===== src/rtl/mem_io_pkg.sv =====
// Shared constants for the memory/I-O bridge: register offsets inside the
// I/O window and bit positions of the timer control register.
package mem_io_pkg;

    localparam logic [2:0] OFS_OUT   = 3'd0;
    localparam logic [2:0] OFS_IN    = 3'd1;
    localparam logic [2:0] OFS_LOAD  = 3'd2;
    localparam logic [2:0] OFS_CTRL  = 3'd3;
    localparam logic [2:0] OFS_STAT  = 3'd4;
    localparam logic [2:0] OFS_COUNT = 3'd5;

    localparam int CTRL_EN = 0;
    localparam int CTRL_AR = 1;
    localparam int CTRL_IE = 2;

    // True when the upper nibble selects the I/O region.
    function automatic logic is_io(input logic [15:0] addr, input logic [3:0] nibble);
        return (addr[15:12] == nibble);
    endfunction

endpackage


===== src/rtl/io_timer.sv =====
// Prescaled down-counting timer with reload, one-shot/auto-reload modes,
// sticky expiry flag (write-1-to-clear) and a level interrupt.
module io_timer
    import mem_io_pkg::*;
#(
    parameter int PRESCALE = 50000
) (
    input  logic        clk,
    input  logic        reset,
    input  logic        ctrl_we,
    input  logic [2:0]  ctrl_wdata,
    input  logic        load_we,
    input  logic [15:0] load_wdata,
    input  logic        stat_clr,
    output logic [15:0] load_val,
    output logic [2:0]  ctrl_val,
    output logic [15:0] count_val,
    output logic        flag,
    output logic        irq
);

    localparam int PW = (PRESCALE > 1) ? $clog2(PRESCALE) : 1;
    localparam logic [PW-1:0] PRESC_MAX = PW'(PRESCALE - 1);

    logic [PW-1:0] presc_r, presc_s;
    logic [15:0]   count_r, count_s;
    logic [15:0]   load_r, load_s;
    logic [2:0]    ctrl_r, ctrl_s;
    logic          flag_r, flag_s;
    logic          irq_r, irq_s;
    logic          tick_s;

    // Next-state logic; a CTRL write pre-empts any tick on the same edge.
    always_comb begin
        tick_s  = ctrl_r[CTRL_EN] && (presc_r == PRESC_MAX);
        presc_s = presc_r;
        count_s = count_r;
        ctrl_s  = ctrl_r;
        load_s  = load_we ? load_wdata : load_r;
        if (stat_clr) begin
            flag_s = 1'b0;
        end else begin
            flag_s = flag_r;
        end
        if (ctrl_we) begin
            ctrl_s = ctrl_wdata;
            if (ctrl_wdata[CTRL_EN] && !ctrl_r[CTRL_EN]) begin
                count_s = load_r;
                presc_s = '0;
            end else if (!ctrl_wdata[CTRL_EN]) begin
                presc_s = '0;
            end else begin
                presc_s = tick_s ? '0 : presc_r + 1'b1;
            end
        end else if (tick_s) begin
            presc_s = '0;
            if (count_r != 16'd0) begin
                count_s = count_r - 16'd1;
            end else begin
                flag_s = 1'b1;
                if (ctrl_r[CTRL_AR]) begin
                    count_s = load_r;
                end else begin
                    ctrl_s[CTRL_EN] = 1'b0;
                end
            end
        end else if (ctrl_r[CTRL_EN]) begin
            presc_s = presc_r + 1'b1;
        end else begin
            presc_s = '0;
        end
        irq_s = flag_s & ctrl_s[CTRL_IE];
    end

    // Timer state registers, cleared asynchronously.
    always_ff @(posedge clk or negedge reset) begin
        if (!reset) begin
            presc_r <= '0;
            count_r <= 16'h0000;
            load_r  <= 16'h0000;
            ctrl_r  <= 3'b000;
            flag_r  <= 1'b0;
            irq_r   <= 1'b0;
        end else begin
            presc_r <= presc_s;
            count_r <= count_s;
            load_r  <= load_s;
            ctrl_r  <= ctrl_s;
            flag_r  <= flag_s;
            irq_r   <= irq_s;
        end
    end

    assign load_val  = load_r;
    assign ctrl_val  = ctrl_r;
    assign count_val = count_r;
    assign flag      = flag_r;
    assign irq       = irq_r;

endmodule


===== src/rtl/mem_io_bridge.sv =====
// Memory-side stage: routes processor accesses to the external data RAM or
// to the memory-mapped output port, synchronized input port and timer.
module mem_io_bridge
    import mem_io_pkg::*;
#(
    parameter int         RAM_AW    = 8,
    parameter logic [3:0] IO_NIBBLE = 4'hF,
    parameter int         PRESCALE  = 50000
) (
    input  logic              clk,
    input  logic              reset,
    input  logic              mw_en,
    input  logic [15:0]       Address,
    input  logic [15:0]       D_out,
    output logic [15:0]       D_in,
    output logic              ram_we,
    output logic [RAM_AW-1:0] ram_addr,
    output logic [15:0]       ram_wdata,
    input  logic [15:0]       ram_rdata,
    input  logic [15:0]       in_port,
    output logic [15:0]       out_port,
    output logic              irq
);

    logic        io_sel_s, io_valid_s, io_we_s;
    logic [2:0]  offs_s;
    logic [15:0] io_rdata_s;
    logic [15:0] out_r, sync1_r, sync2_r;
    logic [15:0] load_val_s, count_val_s;
    logic [2:0]  ctrl_val_s;
    logic        flag_s;

    assign io_sel_s   = is_io(Address, IO_NIBBLE);
    assign io_valid_s = io_sel_s && (Address[11:3] == 9'd0);
    assign offs_s     = Address[2:0];
    assign io_we_s    = mw_en & io_valid_s;

    assign ram_we    = mw_en & ~io_sel_s;
    assign ram_addr  = Address[RAM_AW-1:0];
    assign ram_wdata = D_out;

    // Output port register and two-flop input synchronizer.
    always_ff @(posedge clk or negedge reset) begin
        if (!reset) begin
            out_r   <= 16'h0000;
            sync1_r <= 16'h0000;
            sync2_r <= 16'h0000;
        end else begin
            if (io_we_s && (offs_s == OFS_OUT)) begin
                out_r <= D_out;
            end else begin
                out_r <= out_r;
            end
            sync1_r <= in_port;
            sync2_r <= sync1_r;
        end
    end

    io_timer #(.PRESCALE(PRESCALE)) u_timer (
        .clk        (clk),
        .reset      (reset),
        .ctrl_we    (io_we_s && (offs_s == OFS_CTRL)),
        .ctrl_wdata (D_out[2:0]),
        .load_we    (io_we_s && (offs_s == OFS_LOAD)),
        .load_wdata (D_out),
        .stat_clr   (io_we_s && (offs_s == OFS_STAT) && D_out[0]),
        .load_val   (load_val_s),
        .ctrl_val   (ctrl_val_s),
        .count_val  (count_val_s),
        .flag       (flag_s),
        .irq        (irq)
    );

    // I/O read mux; holes in the window read as zero.
    always_comb begin
        io_rdata_s = 16'h0000;
        if (io_valid_s) begin
            case (offs_s)
                OFS_OUT:   io_rdata_s = out_r;
                OFS_IN:    io_rdata_s = sync2_r;
                OFS_LOAD:  io_rdata_s = load_val_s;
                OFS_CTRL:  io_rdata_s = {13'd0, ctrl_val_s};
                OFS_STAT:  io_rdata_s = {15'd0, flag_s};
                OFS_COUNT: io_rdata_s = count_val_s;
                default:   io_rdata_s = 16'h0000;
            endcase
        end else begin
            io_rdata_s = 16'h0000;
        end
    end

    assign D_in     = io_sel_s ? io_rdata_s : ram_rdata;
    assign out_port = out_r;

endmodule


===== config.mk =====
export PLATFORM = sky130hd
export DESIGN_NAME = mem_io_bridge
export DESIGN_NICKNAME = d
export VERILOG_FILES = /design/src/rtl/mem_io_pkg.sv /design/src/rtl/io_timer.sv /design/src/rtl/mem_io_bridge.sv
export SDC_FILE = /design/constraint.sdc
export NUM_CORES = 1
export LEC_CHECK = 0
export CAP_MARGIN = 5
export CORE_MARGIN = 2
export CORE_UTILIZATION = 50
export CTS_CLUSTER_DIAMETER = 30
export CTS_CLUSTER_SIZE = 14
export DETAILED_ROUTE_END_ITERATION = 10
export GPL_TIMING_DRIVEN = 0
export HOLD_SLACK_MARGIN = 0.08
export PLACE_DENSITY = 0.9
export SYNTH_ARGS = -nofsm -noshare
export SYNTH_HDL_FRONTEND = slang
export SYNTH_SLANG_ARGS = --single-unit

===== constraint.sdc =====
create_clock -name clk -period 2.21 [get_ports clk]
set_input_delay 0.221 -clock clk [delete_from_list [all_inputs] [get_ports clk]]
set_output_delay 0.221 -clock clk [all_outputs]
set_load 0.1 [all_outputs]

Word level (Yosys, flattened, before mapping):

Index checks and enable logic that the tools add are counted.

* register bits after elaboration: 101
* output and inout bits: 58
* word-level logic and storage cells: 66

* add/sub/neg operators: 2
* eq/ne operators: 10
* multiplexer cells: 23
* bitwise logic cells: 4
* reductions and logical operators: 16

Operators with widths (count)
* 16-bit two-way mux: 13
* 16-bit one-hot mux with 6 select lines: 1
* 16-bit by 1-bit adder with 16-bit output (second input constant): 1
* 16-bit equality test (second input constant): 1
* 16-bit nonzero test: 1
* 16-bit by 1-bit subtractor with 16-bit output (second input constant): 1
* 9-bit logical NOT: 1
* 1-bit logical AND: 8
* 1-bit two-way mux: 8
* 3-bit by 2-bit equality test with 1-bit output (second input constant): 2
* 3-bit equality test (second input constant): 2
* 3-bit AND reduction: 2
* 4-bit equality test (second input constant): 1
* 2-bit by 1-bit inequality test with 1-bit output (second input constant): 2
* 1-bit bitwise AND: 3
* 3-bit by 1-bit equality test with 1-bit output (second input constant): 1
* 3-bit logical NOT: 1
* 3-bit nonzero test: 1
* 2-bit two-way mux: 1
* 2-bit inequality test (second input constant): 1
* 2-bit nonzero test: 1
* 1-bit logical NOT: 1
* 1-bit inverter: 1

Longest topological paths before layout:

Gate-level depths: netlist (run 1).

* depth after elaboration: 10
* gate-level depth with buffers: 10
* mapped depth without buffers: 8

Cells and area by module:

A second synthesis (run 1) with hierarchy kept.

* cell total of the unflattened synthesis: 475
* area, all modules: 5118.7 um^2

Modules (own cells, without submodules)
* io_timer: times used 1, cells an instance 270, area each 2745.1 um^2
* mem_io_bridge: times used 1, cells an instance 205, area each 2373.5 um^2

Worst setup path before layout (run 1):

OpenSTA, ideal clock, no wires.

* path type: input to output
* start: input port Address[4]
* end: output port D_in[10]
* arrival time: 2249 ps
* data required time: 1989 ps
* setup slack: -260 ps
* cell stages on the path: 5
* path buffers: 1
* path through: nor4_2 nand3_1 a2111oi_4 clkbuf_1 a22o_1

* word-level cells in the longest chain between the ends: 4

RTL lines
* from (decl): line mem_io_bridge.sv:13 `input logic [15:0] Address,`
* 9-bit logical NOT: line mem_io_bridge.sv:34 `assign io_valid_s = io_sel_s && (Address[11:3] == 9'd0);`
* 1-bit logical AND: line mem_io_bridge.sv:34
* 16-bit two-way mux: line mem_io_bridge.sv:77 `if (io_valid_s) begin`
* 16-bit two-way mux: line mem_io_bridge.sv:92 `assign D_in = io_sel_s ? io_rdata_s : ram_rdata;`
* to (decl): line mem_io_bridge.sv:15 `output logic [15:0] D_in,`

No other way between the ends.

Final worst setup path (run 1):

* start: input port Address[5]
* end: output port ram_addr[5]

RTL lines
* to (decl): line mem_io_bridge.sv:17 `output logic [RAM_AW-1:0] ram_addr,`

No word-level cell between the ends.

==> impl_metrics.toml, run 1 <==
[outcome]
outcome = "finished, final reports clean"

[timing]
finalHoldViolCount = 0
period_share_pct = 99.11
finalMaxSlewViolations = 0
layout_setup_ws_ns = 0.01958
worst_pin_slew_ns = 1.008
fmax_mhz = 456.5
layout_min_cycle_time_ns = 2.190
hold_slack_ns = 0.2762
setup_viol = 0
rsz0062_at_grt = "yes"
fin_worst_skew_ns = 0.01580
slew_headroom_pct = 32.60
fin_tns_setup_ns = 0

[worst_setup_path]
slowest_stage = "clkdlybuf4s50_1"
cp_top_family = "buffers and inverters"
ff2ff_setup_slack_ns = 0.03
cp_common_cell = "clkdlybuf4s50_1"
regToRegEndpoint = "u_timer.count_val[7]"
critPathBufInv = 3
critPathRequiredTime_ns = 1.99
reg2reg_depth = 5
startpoint = "Address[5]"
worstPathArrival_ns = 1.97
end_kind = "output port"
path_cells = "clkdlybuf4s50_1, buf_4, clkdlybuf4s50_1"
path_max_fanout = 3
crit_type = "input pin to output port"
cp.depth = 3
worstSetupEndpoint = "ram_addr[5]"
cpPeakStageDelay_ns = 1.11
rr_startpoint = "u_timer.count_val[3]"
start_kind = "input pin"

[global_route]
grt_pass1_vias = 4520
grt_pass1_wl_um = 23840
overflow = 0
antenna_found_initial = 0
grt_use_total_pct = 27.90
grt_max_degree = 75

[synth]
yosysTopAreaCell = "dfrtp_1"
yosysTopAreaCellShare_pct = 49.47
async_reset_ff_share_pct = 100.0
synth_area_per_cell_sq_um = 10.62
ys_seq_area_share_pct = 49.47
synthDistinctLibCells = 56
synth-edff-count = 0
synth_flop_cell = "dfrtp_1"
ys_ff_latch = 101
syn-num-nets = 551
synth.area.top_cells = "dfrtp_1 (49%), mux2_2 (9.7%), buf_4 (3.8%)"
synth_cells = 481
ys_warn_count = 0
synth.cell_area_sq_um = 5109

[cells_and_area]
nets = 706
area_delta_synth_final_pct = 42.13
final_area_sq_um = 7261
fillers = 617
final_common_cell = "dfrtp_1"
drive_gt1_share_pct = 29.33
fin_util_pct = 73.60
diodes = 0
stdcell_count = 774
layout_common_cells = "dfrtp_1 (99), clkdlybuf4s50_1 (81), buf_4 (45)"

[drt]
route.detailed.drc = 0
wire_per_inst_um = 20.09
vias = 4539
initialDrtViolationCount = 524
wirelength_um = 15550
drtPass1Iterations = 7
ant_nets = 0
vias_per_cell = 5.864

[pwr]
p_switching_mw = 1.296
intPower_mw = 2.811
vdd_drop_max_mv = 0.5663
p_leak_nw = 3.373
total_power_mw = 4.107
clkPwrFrac_pct = 30.1
seqPwrFrac_pct = 48.7
comb_power_share_pct = 21.2
swShare_pct = 31.55
powerDensity_nw_per_um2 = 565.7

[clock_network]
cts_buffers = 9
clockRootBuffer = "clkbuf_8"
cts.clk_slew.worst_paths_ns = 0.11
cts.sinks = 101
clkLatencyLatePin_ns = 0.37
cts_tree = "built"
cts_max_level = 3
clockBufferDepth = 2

[floorplan]
dieArea_sq_um = 11040
rows = 36
core_sq_um = 9864
io_pins = 125
chipWidth_um = 105.1
chipHeight_um = 105.1
start_util_pct = 51.79

[flow_run]
maxCapViolations = 0

[placed_design]
post-place-cells = 737
placed_area_sq_um = 6541
dp_slack_ns = -1.859
dp_hpwl_um = 10690
portBuffers = 122
gp_congestion = 0.9579

[min_path]
hold_path_class = "input pin to flop"
whs_path_depth = 1
## power by group through the flow
| stage | clock (mW) | combinational (mW) | sequential [mW] |
|---|---|---|---|
| after floorplan | 0 | 0.514 | 2.01 |
| after global placement | 0 | 0.782 | 2.02 |
| after detailed placement | 0 | 0.804 | 2.03 |
| after CTS | 1.24 | 0.839 | 1.99 |
| after global routing | 1.31 | 0.916 | 2.01 |
| final | 1.23 | 0.871 | 2.00 |
## cell families (layout without fill, tap and decap cells)
logic type | Yosys count | after routing | synth area share, %
AO/OA/AOI/OAI | 102 | 102 | 13.18
XOR/XNOR | 14 | 14 | 2.400
AND/OR/NAND/NOR | 150 | 150 | 15.53
buffers and inverters | 58 | 218 | 6.980
multiplexers | 53 | 53 | 11.71
flip-flops | 101 | 101 | 49.47
adder cells (fa/ha/maj) | 3 | 3 | 0.7348
## worst min path at each step
stage / start / end / slack [ns]
global route: in_port[8] / sync1_r[8] / 0.27
finish: in_port[0] / sync1_r[0] / 0.28
CTS: in_port[0] / sync1_r[0] / 0.27
detailed placement: reset / u_timer.presc_r[2] / 0.18
global placement: sync1_r[10] / sync2_r[10] / 0.33
floorplan: reset / out_port[0] / -0.07
## layer usage
layer	global-route usage [%]	share of wire, %	up-vias
met3	5.926	7.8	46
met2	45.55	49	226
met1	37.01	40	2254
li1	-	-	2013
met4	9.524	3.4	0
met5	0	0	-
## synth_stat cells, types with 4 or more instances
cell type	instances
inv_1	8
buf_4	26
clkbuf_1	10
a21oi_1	32
nor3_1	8
mux2i_1	8
a22oi_1	8
xnor2_1	7
nand4_1	7
buf_6	4
xor2_1	7
nand3_1	21
nand2_1	35
dfrtp_1	101
nand2b_1	6
o21ai_0	27
nor2_1	37
buf_2	9
mux2_2	44
o31ai_1	4
nor4_1	4
a22o_1	18
## sequential cells by signal (all words and copies together), names as in the netlist
name,flops
u_timer.presc_r,16
out_port,16
sync1_r,16
u_timer.count_val,16
u_timer.load_val,16
u_timer.flag,1
sync2_r,16
u_timer.irq,1
u_timer.ctrl_val,3
## layout make-up
cell class | instances | area (sq um) | area share [%]
Buffer | 50 | 355.3 | 4.894
Sequential cell | 101 | 2530 | 34.84
Tap cell | 133 | 166.4 | 2.292
Clock inverter | 6 | 77.57 | 1.068
Clock buffer | 10 | 127.6 | 1.758
Multi-Input combinational cell | 322 | 2381 | 32.79
Inverter | 8 | 30.03 | 0.4136
Timing Repair Buffer | 144 | 1593 | 21.94
## repair_timing
item                                    CTS  global route
gates resized for setup                 169            56
pin swaps                                 6             8
endpoints found under the setup margin   69            59
buffers inserted                          8             9
hold buffers                              1             0
cloned                                    1             2
endpoints found under the hold margin    27             0
(Power assumes the default switching activity.)
==> run 2: changes to the inputs <==
CTS_BUF_LIST = sky130_fd_sc_hd__clkbuf_2   (was not set)
==> impl_metrics.toml, run 2 (synthesis gave the netlist of run 1 again) <==
[cells_and_area]
area_delta_synth_final_pct = 53.07
final_common_cell = "dfrtp_1"
drive_gt1_share_pct = 39.29
layout_common_cells = "dfrtp_1 (92), clkdlybuf4s50_1 (64), buf_4 (59)"
nets = 742
final_area_sq_um = 7820
fin_util_pct = 79.27
fillers = 544

[global_route]
antenna_found_initial = 1
grt_max_degree = 75
overflow = 0
grt_use_total_pct = 29.32
grt_pass1_vias = 4685
grt_pass1_wl_um = 24840

[drt]
initialDrtViolationCount = 555
ant_nets = 0
route.detailed.drc = 0
vias = 4894
wire_per_inst_um = 21.84
vias_per_cell = 6.035
wirelength_um = 17710
drtPass1Iterations = 6

[timing]
setup_viol = 11
worst_pin_slew_ns = 1.003
layout_min_cycle_time_ns = 2.388
layout_setup_ws_ns = -0.1783
fin_tns_setup_ns = -0.4442
period_share_pct = 108.1
fin_worst_skew_ns = 0.03856
fmax_mhz = 418.7
hold_slack_ns = 0.2767
finalHoldViolCount = 0
finalMaxSlewViolations = 0
slew_headroom_pct = 33.37
rsz0062_at_grt = "yes"

[placed_design]
placed_area_sq_um = 6541
portBuffers = 122
gp_congestion = 0.9579
dp_hpwl_um = 10690

[pwr]
powerDensity_nw_per_um2 = 502.4
p_leak_nw = 3.679
vdd_drop_max_mv = 0.4148
total_power_mw = 3.929

[floorplan]
io_pins = 125
start_util_pct = 51.79
chipHeight_um = 105.1
dieArea_sq_um = 11040
core_sq_um = 9864
chipWidth_um = 105.1
rows = 36

[clock_network]
cts.sinks = 101
cts.clk_slew.worst_paths_ns = 0.31
cts_tree = "built"
cts_buffers = 9
clkLatencyLatePin_ns = 0.57
cts_max_level = 3
clockRootBuffer = "clkbuf_2"
clockBufferDepth = 2

[worst_setup_path]
worstPathArrival_ns = 2.17
crit_type = "flop to output port"
path_max_fanout = 2
critPathRequiredTime_ns = 1.99
end_kind = "output port"
start_kind = "flop"

[flow_run]
maxCapViolations = 0

[min_path]
hold_path_class = "input pin to flop"

[outcome]
violations = "negative setup slack"
outcome = "finished with violations"
run 2: changes by cell type in the layout (fill, tap and decap cells not counted), sizes merged:
cell	delta
dlygate4sd3	+17
clkdlybuf4s50	-17
clkbuf	+4
dlymetal6s2s	+1
buf	+16
dlygate4sd2	+15
diode	+1
run 2: final timing paths:
kind	from	slack, ns	to	cells past startpoint
setup reg to reg	u_timer.count_val[0]	-0.05	u_timer.count_val[7]	6
hold / removal	D_out[1]	0.28	u_timer.load_val[1]	3
max in group asynchronous	reset	1.08	u_timer.count_val[7]	4
hold reg to reg	sync1_r[15]	0.39	sync2_r[15]	0
setup / recovery	u_timer.ctrl_val[1]	-0.18	D_in[1]	4
min in group asynchronous	reset	0.55	u_timer.count_val[11]	3
run 2: layout make-up:
class	count	area [sq um]	area share, %
antenna	1	2.502	0.03200
buffer	48	367.9	4.704
clock buffer	10	50.05	0.6400
clock inverter	6	77.57	0.9920
inverter	8	32.53	0.4160
multi-input combinational	322	2629	33.62
sequential	101	2539	32.46
tap	133	166.4	2.128
timing repair buffer	182	1956	25.01
run 2: routing by layer:
metal  up-vias  global-route usage, %  routed length [um]
met2       331                  47.40                8694
met1      2420                  39.32                6798
li1       2084                      -                   -
met5         -                      0                   0
met3        59                  5.115                1622
met4         0                  11.71                 594
run 2: where the power goes:
group / switching, mW / leakage [nW] / internal, mW
combinational: 0.565 / 2.31 / 0.383
sequential: 0.0800 / 1.29 / 1.93
clock: 0.681 / 0.0766 / 0.290
run 2: stage by stage:
stage | cells | setup WS (ns)
4_1_cts | 793 | -0.1331
5_1_grt | 811 | -0.2440
2_1_floorplan | 481 | 0.02087
3_3_place_gp | 736 | -2.623
3_5_place_dp | 737 | -1.859
6_report | 811 | -0.1783
run 2: what timing repair did:
item                                   in CTS  in global routing
hold buffers                               19                  0
gates resized for setup                   213                124
endpoints found under the hold margin     117                  0
setup endpoints to repair                  67                 47
buffers inserted                           21                 15
pin swaps                                  16                 21
cloned                                      1                  3
run 2: worst max-delay path, stage by stage (launching register included):
cell	delay, ns
dfrtp_1	0.47
mux4_2	0.49
a22o_1	0.24
a22o_2	0.23
buf_12	0.17
==> run 3: changes to the inputs <==
clock period = 2.45 ns   (was 2.21 ns; I/O delays follow)
==> impl_metrics.toml, run 3 (synthesis gave the netlist of run 1 again) <==
[outcome]
outcome = "finished, final reports clean"

[cells_and_area]
stdcell_count = 788
final_area_sq_um = 7098
drive_gt1_share_pct = 26.41
nets = 720
fillers = 726
layout_common_cells = "dfrtp_1 (97), clkdlybuf4s50_1 (83), buf_4 (45)"
final_common_cell = "dfrtp_1"
area_delta_synth_final_pct = 38.94
diodes = 0

[worst_setup_path]
path_max_fanout = 10
worstPathArrival_ns = 2.17
crit_type = "input pin to output port"
rr_startpoint = "u_timer.count_val[0]"
ff2ff_setup_slack_ns = 0.09
start_kind = "input pin"
critPathRequiredTime_ns = 2.20
reg2reg_depth = 9
regToRegEndpoint = "u_timer.count_val[12]"
end_kind = "output port"
startpoint = "Address[1]"

[min_path]
hold_path_class = "input pin to flop"
whs_path_depth = 3
min_to = "out_port[4]"
hold_start = "Address[2]"

[floorplan]
dieArea_sq_um = 11040
core_sq_um = 9864
chipHeight_um = 105.1
start_util_pct = 51.79
rows = 36
chipWidth_um = 105.1
io_pins = 125

[pwr]
vdd_drop_max_mv = 0.4611
swShare_pct = 34.66
seqPwrFrac_pct = 53.4
p_leak_nw = 3.326
total_power_mw = 3.376
comb_power_share_pct = 23.2
powerDensity_nw_per_um2 = 475.6
p_switching_mw = 1.170
intPower_mw = 2.206
clkPwrFrac_pct = 23.4

[placed_design]
gp_congestion = 0.9689
placed_area_sq_um = 6534
dp_hpwl_um = 11200
portBuffers = 122
post-place-cells = 737

[drt]
vias = 4590
initialDrtViolationCount = 466
drtPass1Iterations = 5
wirelength_um = 15760
route.detailed.drc = 0
wire_per_inst_um = 20.00
vias_per_cell = 5.825
ant_nets = 0

[timing]
finalHoldViolCount = 0
setup_viol = 0
fin_tns_setup_ns = 0
layout_min_cycle_time_ns = 2.419
finalMaxSlewViolations = 0
worst_pin_slew_ns = 1.005
slew_headroom_pct = 32.80
fmax_mhz = 413.4
rsz0062_at_grt = "yes"
fin_worst_skew_ns = 0.04546
period_share_pct = 98.73
hold_slack_ns = 0.2441

[global_route]
antenna_found_initial = 0
overflow = 0
grt_max_degree = 76
grt_use_total_pct = 28.31
grt_pass1_vias = 4580
grt_pass1_wl_um = 24310

[clock_network]
clockBufferDepth = 2
cts.sinks = 101
clockRootBuffer = "clkbuf_2"
clkLatencyLatePin_ns = 0.60
cts_buffers = 9
cts_tree = "built"
cts.clk_slew.worst_paths_ns = 0.31
cts_max_level = 3

[flow_run]
maxCapViolations = 0
run 3: cell types whose count changed in the layout (fill, tap and decap cells not counted), sizes merged, moves of 2 or more:
cell           delta
clkinv            +2
buf              -23
dlymetal6s2s      -7
clkbuf            -2
dlygate4sd2      -11
clkdlybuf4s50    +19
run 3: metal layers:
layer  vias up  GRT usage [%]  wire length [um]
met1      2257          37.16              6372
met4         0          11.43               472
li1       2041              -                 -
met3        51          6.301              1167
met2       241          45.59              7748
met5         -              0                 0
run 3: final cells by class:
cell class / instances / area (sq um) / area share (%)
clock inverter: 7 / 66.31 / 0.9342
clock buffer: 9 / 45.04 / 0.6346
sequential: 101 / 2532 / 35.68
inverter: 8 / 30.03 / 0.4231
timing repair buffer: 158 / 1619 / 22.81
tap: 133 / 166.4 / 2.344
multi-input combinational: 322 / 2290 / 32.26
buffer: 50 / 349.1 / 4.918
run 3: power groups by stage:
stage / Clock [mW] / Combinational (mW) / Sequential [mW]
after floorplan: 0 / 0.462 / 1.81
after global placement: 0 / 0.705 / 1.83
after detailed placement: 0 / 0.725 / 1.83
after CTS: 0.803 / 0.761 / 1.80
after global routing: 0.855 / 0.815 / 1.81
final: 0.790 / 0.782 / 1.80
run 3: stage by stage:
| step | setup slack [ns] | utilization, % |
|---|---|---|
| 5_1_grt | -0.008192 | 71.96 |
| 4_1_cts | 0.002220 | 69.86 |
| 6_report | 0.03102 | 71.96 |
| 2_1_floorplan | 0.05504 | - |
| 3_5_place_dp | -1.683 | 66.24 |
| 3_3_place_gp | -2.415 | 65.98 |
run 3: critical path, stage by stage:
cell	delay [ns]
clkdlybuf4s15_1	0.44
clkbuf_4	0.35
mux2i_1	0.21
nor2_1	0.07
a21oi_1	0.25
o21ai_0	0.12
a22o_1	0.24
buf_4	0.24
run 3: how the worst max path moves through the flow:
stage,end
CTS,ram_wdata[0]
detailed placement,D_in[9]
finish,D_in[15]
global placement,sync2_r[6]
global route,D_in[4]
floorplan,D_in[1]
run 3: what timing repair did:
item | CTS | global route
cloned | 0 | 1
setup buffers | 5 | 10
gates resized for setup | 135 | 34
pin swaps | 2 | 3
setup endpoints to repair | 34 | 33
endpoints found under the hold margin | 117 | 0
hold buffers | 19 | 0
